<file path="config.mk">
export PLATFORM = sky130hd
export DESIGN_NAME = matrix_scroll_writer
export DESIGN_NICKNAME = d
export VERILOG_FILES = /design/src/rtl/matrix_scroll_writer.sv
export SDC_FILE = /design/constraint.sdc
export NUM_CORES = 1
export LEC_CHECK = 0
export CAP_MARGIN = 20
export CELL_PAD_IN_SITES_DETAIL_PLACEMENT = 0
export CELL_PAD_IN_SITES_GLOBAL_PLACEMENT = 1
export CORE_ASPECT_RATIO = 0.8
export CORE_MARGIN = 2
export CORE_UTILIZATION = 36
export CTS_BUF_LIST = sky130_fd_sc_hd__clkbuf_16
export DETAILED_ROUTE_END_ITERATION = 10
export PLACE_DENSITY_LB_ADDON = 0.1
export RECOVER_POWER = 100
export SYNTH_ARGS = -nofsm -noshare
export SYNTH_HDL_FRONTEND = slang
export SYNTH_SLANG_ARGS = --single-unit
export TNS_END_PERCENT = 100
</file>
<file path="constraint.sdc">
create_clock -name clk_i -period 2.2 [get_ports clk_i]
set_input_delay 0.33 -clock clk_i [delete_from_list [all_inputs] [get_ports clk_i]]
set_output_delay 0.33 -clock clk_i [all_outputs]
set_load 0.02 [all_outputs]
</file>
<file path="src/rtl/matrix_scroll_writer.sv">
// Scrolling frame source: streams NUM_COLS pattern-RAM columns into a dot-matrix
// column store each frame, then holds and advances the scroll offset by one column.
//
// state | meaning
// IDLE  | waiting for START with a non-zero pattern length
// CLEAR | clear strobe to the column store; column 0 address already on the RAM
// FETCH | read address for the current column presented to the RAM
// WRITE | RAM data valid; registered into the LOAD strobe
// HOLD  | frame written, counting hold cycles before the next offset step
module matrix_scroll_writer #(
    parameter int  NUM_COLS    = 32,
    parameter int  ROW_W       = 16,
    parameter int  ADDR_W      = 8,
    parameter int  HOLD_CYCLES = 1000,
    localparam int COL_W       = (NUM_COLS > 1) ? $clog2(NUM_COLS) : 1
) (
    input  logic              clk_i,
    input  logic              rst_n_i,
    input  logic              start_i,
    input  logic              stop_i,
    input  logic [ADDR_W-1:0] pat_len_i,
    output logic [ADDR_W-1:0] pat_addr_o,
    input  logic [ROW_W-1:0]  pat_data_i,
    output logic [COL_W-1:0]  column_id_o,
    output logic [ROW_W-1:0]  in_column_o,
    output logic              load_o,
    output logic              in_clr_o,
    output logic              busy_o,
    output logic              frame_done_o
);

    localparam int HCNT_W = (HOLD_CYCLES > 1) ? $clog2(HOLD_CYCLES) : 1;
    localparam logic [COL_W-1:0]  LAST_COL  = COL_W'(NUM_COLS - 1);
    localparam logic [HCNT_W-1:0] HOLD_LAST = HCNT_W'(HOLD_CYCLES - 1);

    typedef enum logic [2:0] {
        S_IDLE,
        S_CLEAR,
        S_FETCH,
        S_WRITE,
        S_HOLD
    } state_t;

    state_t state_q, state_d;

    logic [ADDR_W-1:0] len_q, len_d;
    logic [ADDR_W-1:0] offset_q, offset_d;
    logic [ADDR_W-1:0] ptr_q, ptr_d;
    logic [COL_W-1:0]  col_q, col_d;
    logic [HCNT_W-1:0] hold_cnt_q, hold_cnt_d;
    logic              stop_req_q, stop_req_d;

    logic [ADDR_W-1:0] pat_addr_q, pat_addr_d;
    logic [COL_W-1:0]  column_id_q, column_id_d;
    logic [ROW_W-1:0]  in_column_q, in_column_d;
    logic              load_q, load_d;
    logic              in_clr_q, in_clr_d;
    logic              busy_q, busy_d;
    logic              frame_done_q, frame_done_d;

    logic              start_ok;
    logic              last_col;
    logic              hold_done;
    logic              stop_pend;
    logic [ADDR_W-1:0] ptr_inc;
    logic [ADDR_W-1:0] offset_inc;

    // Increment modulo lim without ever forming offset+col; v is always < lim.
    function automatic logic [ADDR_W-1:0] wrap_inc(input logic [ADDR_W-1:0] v,
                                                   input logic [ADDR_W-1:0] lim);
        logic [ADDR_W:0] s;
        s = {1'b0, v} + (ADDR_W + 1)'(1);
        return (s == {1'b0, lim}) ? '0 : s[ADDR_W-1:0];
    endfunction

    assign start_ok   = start_i && (pat_len_i != '0);
    assign last_col   = (col_q == LAST_COL);
    assign hold_done  = (hold_cnt_q == HOLD_LAST);
    assign stop_pend  = stop_req_q || stop_i;
    assign ptr_inc    = wrap_inc(ptr_q, len_q);
    assign offset_inc = wrap_inc(offset_q, len_q);

    always_ff @(posedge clk_i or negedge rst_n_i) begin
        if (!rst_n_i) begin
            state_q <= S_IDLE;
        end else begin
            state_q <= state_d;
        end
    end

    always_comb begin
        state_d = state_q;
        unique case (state_q)
            S_IDLE:  if (start_ok) state_d = S_CLEAR;
            S_CLEAR: state_d = S_WRITE;
            S_FETCH: state_d = S_WRITE;
            S_WRITE: state_d = last_col ? S_HOLD : S_FETCH;
            S_HOLD:  if (hold_done) state_d = stop_pend ? S_IDLE : S_FETCH;
            default: state_d = S_IDLE;
        endcase
    end

    always_comb begin
        len_d        = len_q;
        offset_d     = offset_q;
        ptr_d        = ptr_q;
        col_d        = col_q;
        hold_cnt_d   = hold_cnt_q;
        stop_req_d   = stop_req_q;
        pat_addr_d   = pat_addr_q;
        column_id_d  = column_id_q;
        in_column_d  = in_column_q;
        load_d       = 1'b0;
        in_clr_d     = 1'b0;
        frame_done_d = 1'b0;
        busy_d       = (state_d != S_IDLE);

        if (state_q != S_IDLE && stop_i) begin
            stop_req_d = 1'b1;
        end

        unique case (state_q)
            S_IDLE: begin
                // START beats a simultaneous STOP, which then limits the run to one frame
                if (start_ok) begin
                    len_d      = pat_len_i;
                    offset_d   = '0;
                    col_d      = '0;
                    ptr_d      = '0;
                    pat_addr_d = '0;
                    in_clr_d   = 1'b1;
                    stop_req_d = stop_i;
                end
            end
            S_WRITE: begin
                load_d      = 1'b1;
                column_id_d = col_q;
                in_column_d = pat_data_i;
                if (last_col) begin
                    frame_done_d = 1'b1;
                    hold_cnt_d   = '0;
                end else begin
                    col_d      = col_q + COL_W'(1);
                    ptr_d      = ptr_inc;
                    pat_addr_d = ptr_inc;
                end
            end
            S_HOLD: begin
                if (hold_done) begin
                    if (stop_pend) begin
                        stop_req_d = 1'b0;
                    end else begin
                        offset_d   = offset_inc;
                        col_d      = '0;
                        ptr_d      = offset_inc;
                        pat_addr_d = offset_inc;
                    end
                end else begin
                    hold_cnt_d = hold_cnt_q + HCNT_W'(1);
                end
            end
            default: ;
        endcase
    end

    always_ff @(posedge clk_i or negedge rst_n_i) begin
        if (!rst_n_i) begin
            len_q        <= '0;
            offset_q     <= '0;
            ptr_q        <= '0;
            col_q        <= '0;
            hold_cnt_q   <= '0;
            stop_req_q   <= 1'b0;
            pat_addr_q   <= '0;
            column_id_q  <= '0;
            in_column_q  <= '0;
            load_q       <= 1'b0;
            in_clr_q     <= 1'b0;
            busy_q       <= 1'b0;
            frame_done_q <= 1'b0;
        end else begin
            len_q        <= len_d;
            offset_q     <= offset_d;
            ptr_q        <= ptr_d;
            col_q        <= col_d;
            hold_cnt_q   <= hold_cnt_d;
            stop_req_q   <= stop_req_d;
            pat_addr_q   <= pat_addr_d;
            column_id_q  <= column_id_d;
            in_column_q  <= in_column_d;
            load_q       <= load_d;
            in_clr_q     <= in_clr_d;
            busy_q       <= busy_d;
            frame_done_q <= frame_done_d;
        end
    end

    assign pat_addr_o   = pat_addr_q;
    assign column_id_o  = column_id_q;
    assign in_column_o  = in_column_q;
    assign load_o       = load_q;
    assign in_clr_o     = in_clr_q;
    assign busy_o       = busy_q;
    assign frame_done_o = frame_done_q;

endmodule

</file>
======== Yosys cells after proc, flatten, opt, wreduce, memory -nomap -nowiden ========
Index checks and enable logic that the tools add are counted.
operators by class
  reductions and logical operators ........ 15
  $add $sub $neg .......................... 4
  equality and inequality tests ........... 14
  muxes and demuxes ....................... 31
operators by type and width
  cell                   number
  $mux 8                 6
  $pmux 8 s3             1
  $mux 10                2
  $mux 5                 4
  $pmux 10 s2            1
  $add 8x1->9 const B    2
  $eq 9x8->1             2
  $pmux 8 s2             1
  $pmux 5 s3             1
  $ne 2x2->1 const B     6
  $pmux 3 s4             1
  $add 10x1->10 const B  1
  $eq 10x10->1 const B   1
  $mux 1                 9
  $mux 3                 3
  $reduce_bool 3->1      3
  $reduce_bool 8->1      1
  $eq 3x2->1 const B     2
  $add 5x1->5 const B    1
  $eq 5x5->1 const B     1
  $reduce_and 5->1       1
  $reduce_and 4->1       1
  $reduce_bool 2->1      2
  $eq 3x1->1 const B     1
  9 further kinds        10
storage, ports and cells
  word-level logic and storage cells ...... 77
  register bits after elaboration ......... 68
  input bits .............................. 28

======== Logic depth before layout (Yosys ltp) ========
  depth in word-level cells ............... 6
  depth in mapped cells ................... 9
  mapped depth without buffers ............ 8

======== Worst setup path after synthesis ========
OpenSTA, ideal clock, no wires.
  path type ............................... reg-to-reg
  from .................................... register, netlist name pat_addr_o[0]
  to ...................................... register pat_addr_q[7] (netlist: pat_addr_o[7])
  library setup time ...................... 0.087 ns
  required time ........................... 2.113 ns
  data arrival time ....................... 2.413 ns
  cell stages (with the launch flop) ...... 10
  setup slack ............................. -0.300 ns
  cell sequence ........................... dfrtp_1 ha_1 and3b_2 o221ai_1 o31ai_1 and4_1 or2b_2 buf_6 or3_2 o211ai_1
RTL lines
  what                    line  source
  end signal: assignment  188   pat_addr_q <= pat_addr_d;
  end: declaration        53    logic [ADDR_W-1:0] pat_addr_q, pat_addr_d;

======== Final worst setup path ========
  from .................................... register offset_q[0]
  to ...................................... register pat_addr_q[2] (netlist: pat_addr_o[2])
on the way
  word-level cells in the longest chain between the ends .. 6
RTL lines
  what                      line  source
  start: declaration        47    logic [ADDR_W-1:0] offset_q, offset_d;
  start signal: assignment  183   offset_q <= offset_d;
  $add 8x1->9 (*)           72    s = {1'b0, v} + (ADDR_W + 1)'(1);
  $eq 9x8->1                73    return (s == {1'b0, lim}) ? '0 : s[ADDR_W-1:0];
  $mux 8 (*)                73
  $mux 8 (*)                150   if (stop_pend) begin
  $mux 8 (*)                149   if (hold_done) begin
  $pmux 8 s3 (*)            122   unique case (state_q)
Mark *: on every way between the ends. The rest lies on a longest branch, timed or not. The select of a mux whose other input is x is not followed.
A chain may end at the register's enable or synchronous reset.

==> results <==
- The leakage power figure is ~2.4 nW.
- The floorplan has 32 rows.
- The proportion of power drawn by combinational gates is 0.051.
- The compound-gate portion of the synthesized area was 0.113.
- The number of cells on the worst hold path is 2.
- In this run, CTS created clock tree buffers numbering 9.
- The number of placed I/O pins is between 60 and 70.
- For this design the ratio of total power to cell area is 568 nW/um^2.
- The register area share after synthesis is 0.482.
- Setup violations remaining at the end of the flow were counted as 0.
- Clock-pin slew was measured on the worst setup and hold paths at about 0.06 ns.
- In the global route stage, overall resource usage came out at 0.191.
- The max capacitance violation total is 0.
- Static timing analysis puts the maximum clock frequency at about 460 MHz.
- The adder and majority gate portion of the synthesized area is 0.0177.
- The HPWL after detailed placement is between 6000 and 7000 microns.
- The share of total power dissipated in the clock network is 0.534.
- In the routed layout, each cell is associated on average with a via count of 4.98.
- The worst register-to-register path has a depth of 9.
- OpenSTA, run right after detailed placement, puts the worst setup slack at -0.246 ns.
- The finished cells cover 5390 sq um.
- The die is about 110 microns wide.
- The dominant synthesized flop cell is dfrtp_1.
- The share of flip-flops with an asynchronous set or reset after synthesis is 1.00.
- Buffers placed on the I/O ports in this run total 60.
- The number of antenna diodes in the final layout is 0.
- The number of hold violations in the final report is 0.
- The vertical die dimension is ~90 microns.
- The minimum hold slack is between 0.4 and 0.5 ns.
- In this run the worst path has a maximum fanout of 5.
- The number of antenna violations at the first check in global routing is 0.
- The residual overflow from global routing is 0.
- The later pin in the worst-skew pair is clocked with a latency of approximately 0.33 ns.
- The core box area is around 9600 sq um.
- In the synthesized netlist, the number of instances is roughly 380.
- The placed cell area is roughly 4800 sq um.
- Leaving out fill and tap cells, the most frequent cells in the layout are nand2_1 (94), buf_4 (75), dfrtp_1 (56).
- The worst min-delay path class is flip-flop to flip-flop.
- The switching power is 0.000610 W.
- The post-synthesis area per instance is ~9.3 sq um.
- The post-route clock period utilization is 0.993.
- The antenna violation net count after detailed routing is 0.
- For this configuration, the core starts out at a cell density of 0.367.
- The remaining max-slew budget at the tightest pin is 0.195.
- The detailed router placed between 3000 and 4000 vias in this run.
- The proportion of power drawn by flip-flops and latches is 0.416.
- The slew of the pin with the lowest slew margin is 1.21 ns.
- The largest net degree at the start of global routing is 50.
- The internal power is 0.00245 W.
- After the last flow step, the layout net total stands at about 550.
- The total number of H-tree levels is 3.
- The shortest period the worst path allows is 2.18 ns.
- STA puts the critical path data required time at 2.41 ns.
- STA puts the critical path data arrival time at 2.40 ns.
- By area, the combinational part of the netlist is dominated by simple AND/OR/NAND/NOR gates.
- In this run the cell area of the synthesized design comes to 3530 sq um.
- The worst supply voltage drop on vdd is around 0.45 mV.
- The clock passes through at most 2 buffers.
- The number of global-route vias before repair is ~3100.
- In this run, the number of DRC markers left after iteration 0 of detailed routing was 140.
- In the final layout, the share of cells above drive strength 1 is 0.306.
- The total clock sinks is 68.
- The switching fraction of total power is 0.199.
- The first global-routing pass estimated between 15000 and 20000 microns of wire.
- The mean routed wirelength per cell is roughly 15 microns.
- After synthesis, the share of cell area in mux cells is 0.0344.
- The clock root buffer is clkbuf_16.
- The final layout contains routed wiring with a total length of approximately 9600 microns.
- Synthesis instantiated between 50 and 60 different standard cells from the library.
- The final count of pins violating max slew is 0.
- The synthesis-to-finish area growth is 52.6%.
- In the routed design, unresolved DRC markers number 0.
- The clock tree from TritonCTS is done.
- The most common cell after layout, fill and taps aside is nand2_1.
- The die footprint is roughly 11000 sq um.
- After layout, the worst setup slack is 0.0152 ns.
- The worst setup path is launched from a flip-flop.
- The pre-antenna-repair detailed-routing pass consisted of 4 iterations.
- The number of synthesized register bits is a little under 70.
- The number of nets produced by synthesis is approximately 410.
- The simple-gate portion of the synthesized area is 0.238.
- The weighted congestion reported at the end of routability-driven placement is approximately 0.84.
- Summed over all failing endpoints, the final setup total negative slack is 0 ns.
- The type of the setup path with the least slack is flip-flop to flip-flop.
- Setup repair after global routing could not meet its margin everywhere.
- Of the total synthesized cell area, the portion taken by XOR and XNOR cells is 0.0847.
- Counting flops with a built-in enable in the synthesized netlist gives 0.
- The run finished with clean final reports.
- The endpoint type of the worst setup path is a flip-flop.
- The warning count from the yosys run is 0.
- On the final layout, the worst clock skew is 0.00404 ns.
[what timing repair did]
action,4_1_cts,5_1_grt
endpoints found under the setup margin,13,19
hold buffers,1,0
cloned,1,0
hold endpoints to repair,19,0
setup buffers,5,11
pin swaps,9,15
gates resized for setup,15,31
[cells by family after synthesis]
logic type	Yosys count
and+or+nand+nor	179
DFF	68
AOI/OAI and AO/OA	60
xor gates and xnor gates	31
buffers and inverters	24
muxes	11
adders and majority gates	5
[Yosys cell counts (2+ instances only)]
library cell | n | area, sq um
a211o_1 | 3 | 26.3
a21oi_1 | 7 | 35.0
a22o_1 | 6 | 52.6
a31oi_1 | 2 | 12.5
and2_1 | 4 | 25.0
and3_1 | 3 | 18.8
and4_1 | 5 | 43.8
buf_2 | 2 | 10.0
clkbuf_1 | 12 | 45.0
clkinv_1 | 2 | 7.51
dfrtp_1 | 68 | 1700
ha_1 | 5 | 62.6
inv_1 | 4 | 15.0
mux2_2 | 9 | 101
mux2i_1 | 2 | 20.0
nand2_1 | 95 | 357
nand2b_1 | 3 | 18.8
nand3_1 | 11 | 55.1
nand4_1 | 7 | 43.8
nor2_1 | 23 | 86.3
nor2b_1 | 3 | 18.8
nor3_1 | 4 | 20.0
o211ai_1 | 4 | 30.0
o21ai_0 | 20 | 100
o21ai_1 | 2 | 10.0
o221ai_1 | 2 | 17.5
o2bb2ai_1 | 2 | 17.5
o31ai_1 | 2 | 15.0
or2_2 | 4 | 25.0
or3_1 | 5 | 31.3
or3_2 | 3 | 22.5
or3b_2 | 2 | 17.5
or4_1 | 3 | 22.5
xnor2_1 | 14 | 123
xnor3_1 | 2 | 45.0
xor2_1 | 15 | 131
[routing by layer]
layer / vias to the layer above / routed length (microns) / part of all wire / GRT usage
met5: - / 0 / 0 / 0
met4: 0 / 106 / 0.011 / 0.0522
met3: 12 / 426 / 0.045 / 0.0452
met2: 52 / 4180 / 0.44 / 0.273
met1: 1524 / 4860 / 0.51 / 0.288
li1: 1587 / - / - / -
[metrics by stage]
stage / util / instances / power [W]
4_1_cts: 0.542 / 627 / 0.00311
3_3_place_gp: 0.495 / 604 / 0.00146
6_report: 0.561 / 638 / 0.00306
3_5_place_dp: 0.495 / 604 / 0.00146
2_1_floorplan: - / 378 / 0.00133
5_1_grt: 0.561 / 638 / 0.00317
[power by group through the flow]
| stage | Sequential, W | Combinational (W) | Clock [W] |
|---|---|---|---|
| final | 0.00127 | 0.000155 | 0.00163 |
| after global routing | 0.00127 | 0.000170 | 0.00173 |
| after CTS | 0.00127 | 0.000164 | 0.00168 |
| after detailed placement | 0.00130 | 0.000162 | 0 |
| after global placement | 0.00130 | 0.000161 | 0 |
| after floorplan | 0.00132 | 0.0000158 | 0 |
[layout make-up]
cell class              count  area, sq um
multi-input cells         287         1920
well taps                 119          149
clock buffers               9          225
repair buffers            142         1240
clock inverters             7          116
fillers                   872         4220
flip-flops and latches     68         1720
inverters                   6         22.5
[path summary, 6_finish.rpt]
path | from | endpoint | slack, ns
min in group asynchronous | rst_n_i | pat_addr_o[2] | 0.78
min reg2reg | column_id_o[4] | column_id_o[4] | 0.46
max reg2reg | offset_q[0] | pat_addr_o[2] | 0.02
max in group asynchronous | rst_n_i | offset_q[1] | 0.37
min | column_id_o[4] | column_id_o[4] | 0.46
max | offset_q[0] | pat_addr_o[2] | 0.02
[registers in the layout, indices dropped and copies added, names as in the netlist]
signal        count
busy_o            1
col_q             5
column_id_o       5
frame_done_o      1
hold_cnt_q       10
in_clr_o          1
in_column_o      16
len_q             8
load_o            1
offset_q          8
pat_addr_o        8
state_q           3
stop_req_q        1
[critical path, stage by stage, from the launching register on]
cell,delay (ns)
dfrtp_2,0.42
ha_4,0.18
nand3_4,0.09
xor2_4,0.18
xnor2_1,0.13
a2111o_1,0.38
o21ai_2,0.23
buf_6,0.16
o32ai_2,0.06
a22o_1,0.23
Power figures use the tool's default switching activity.
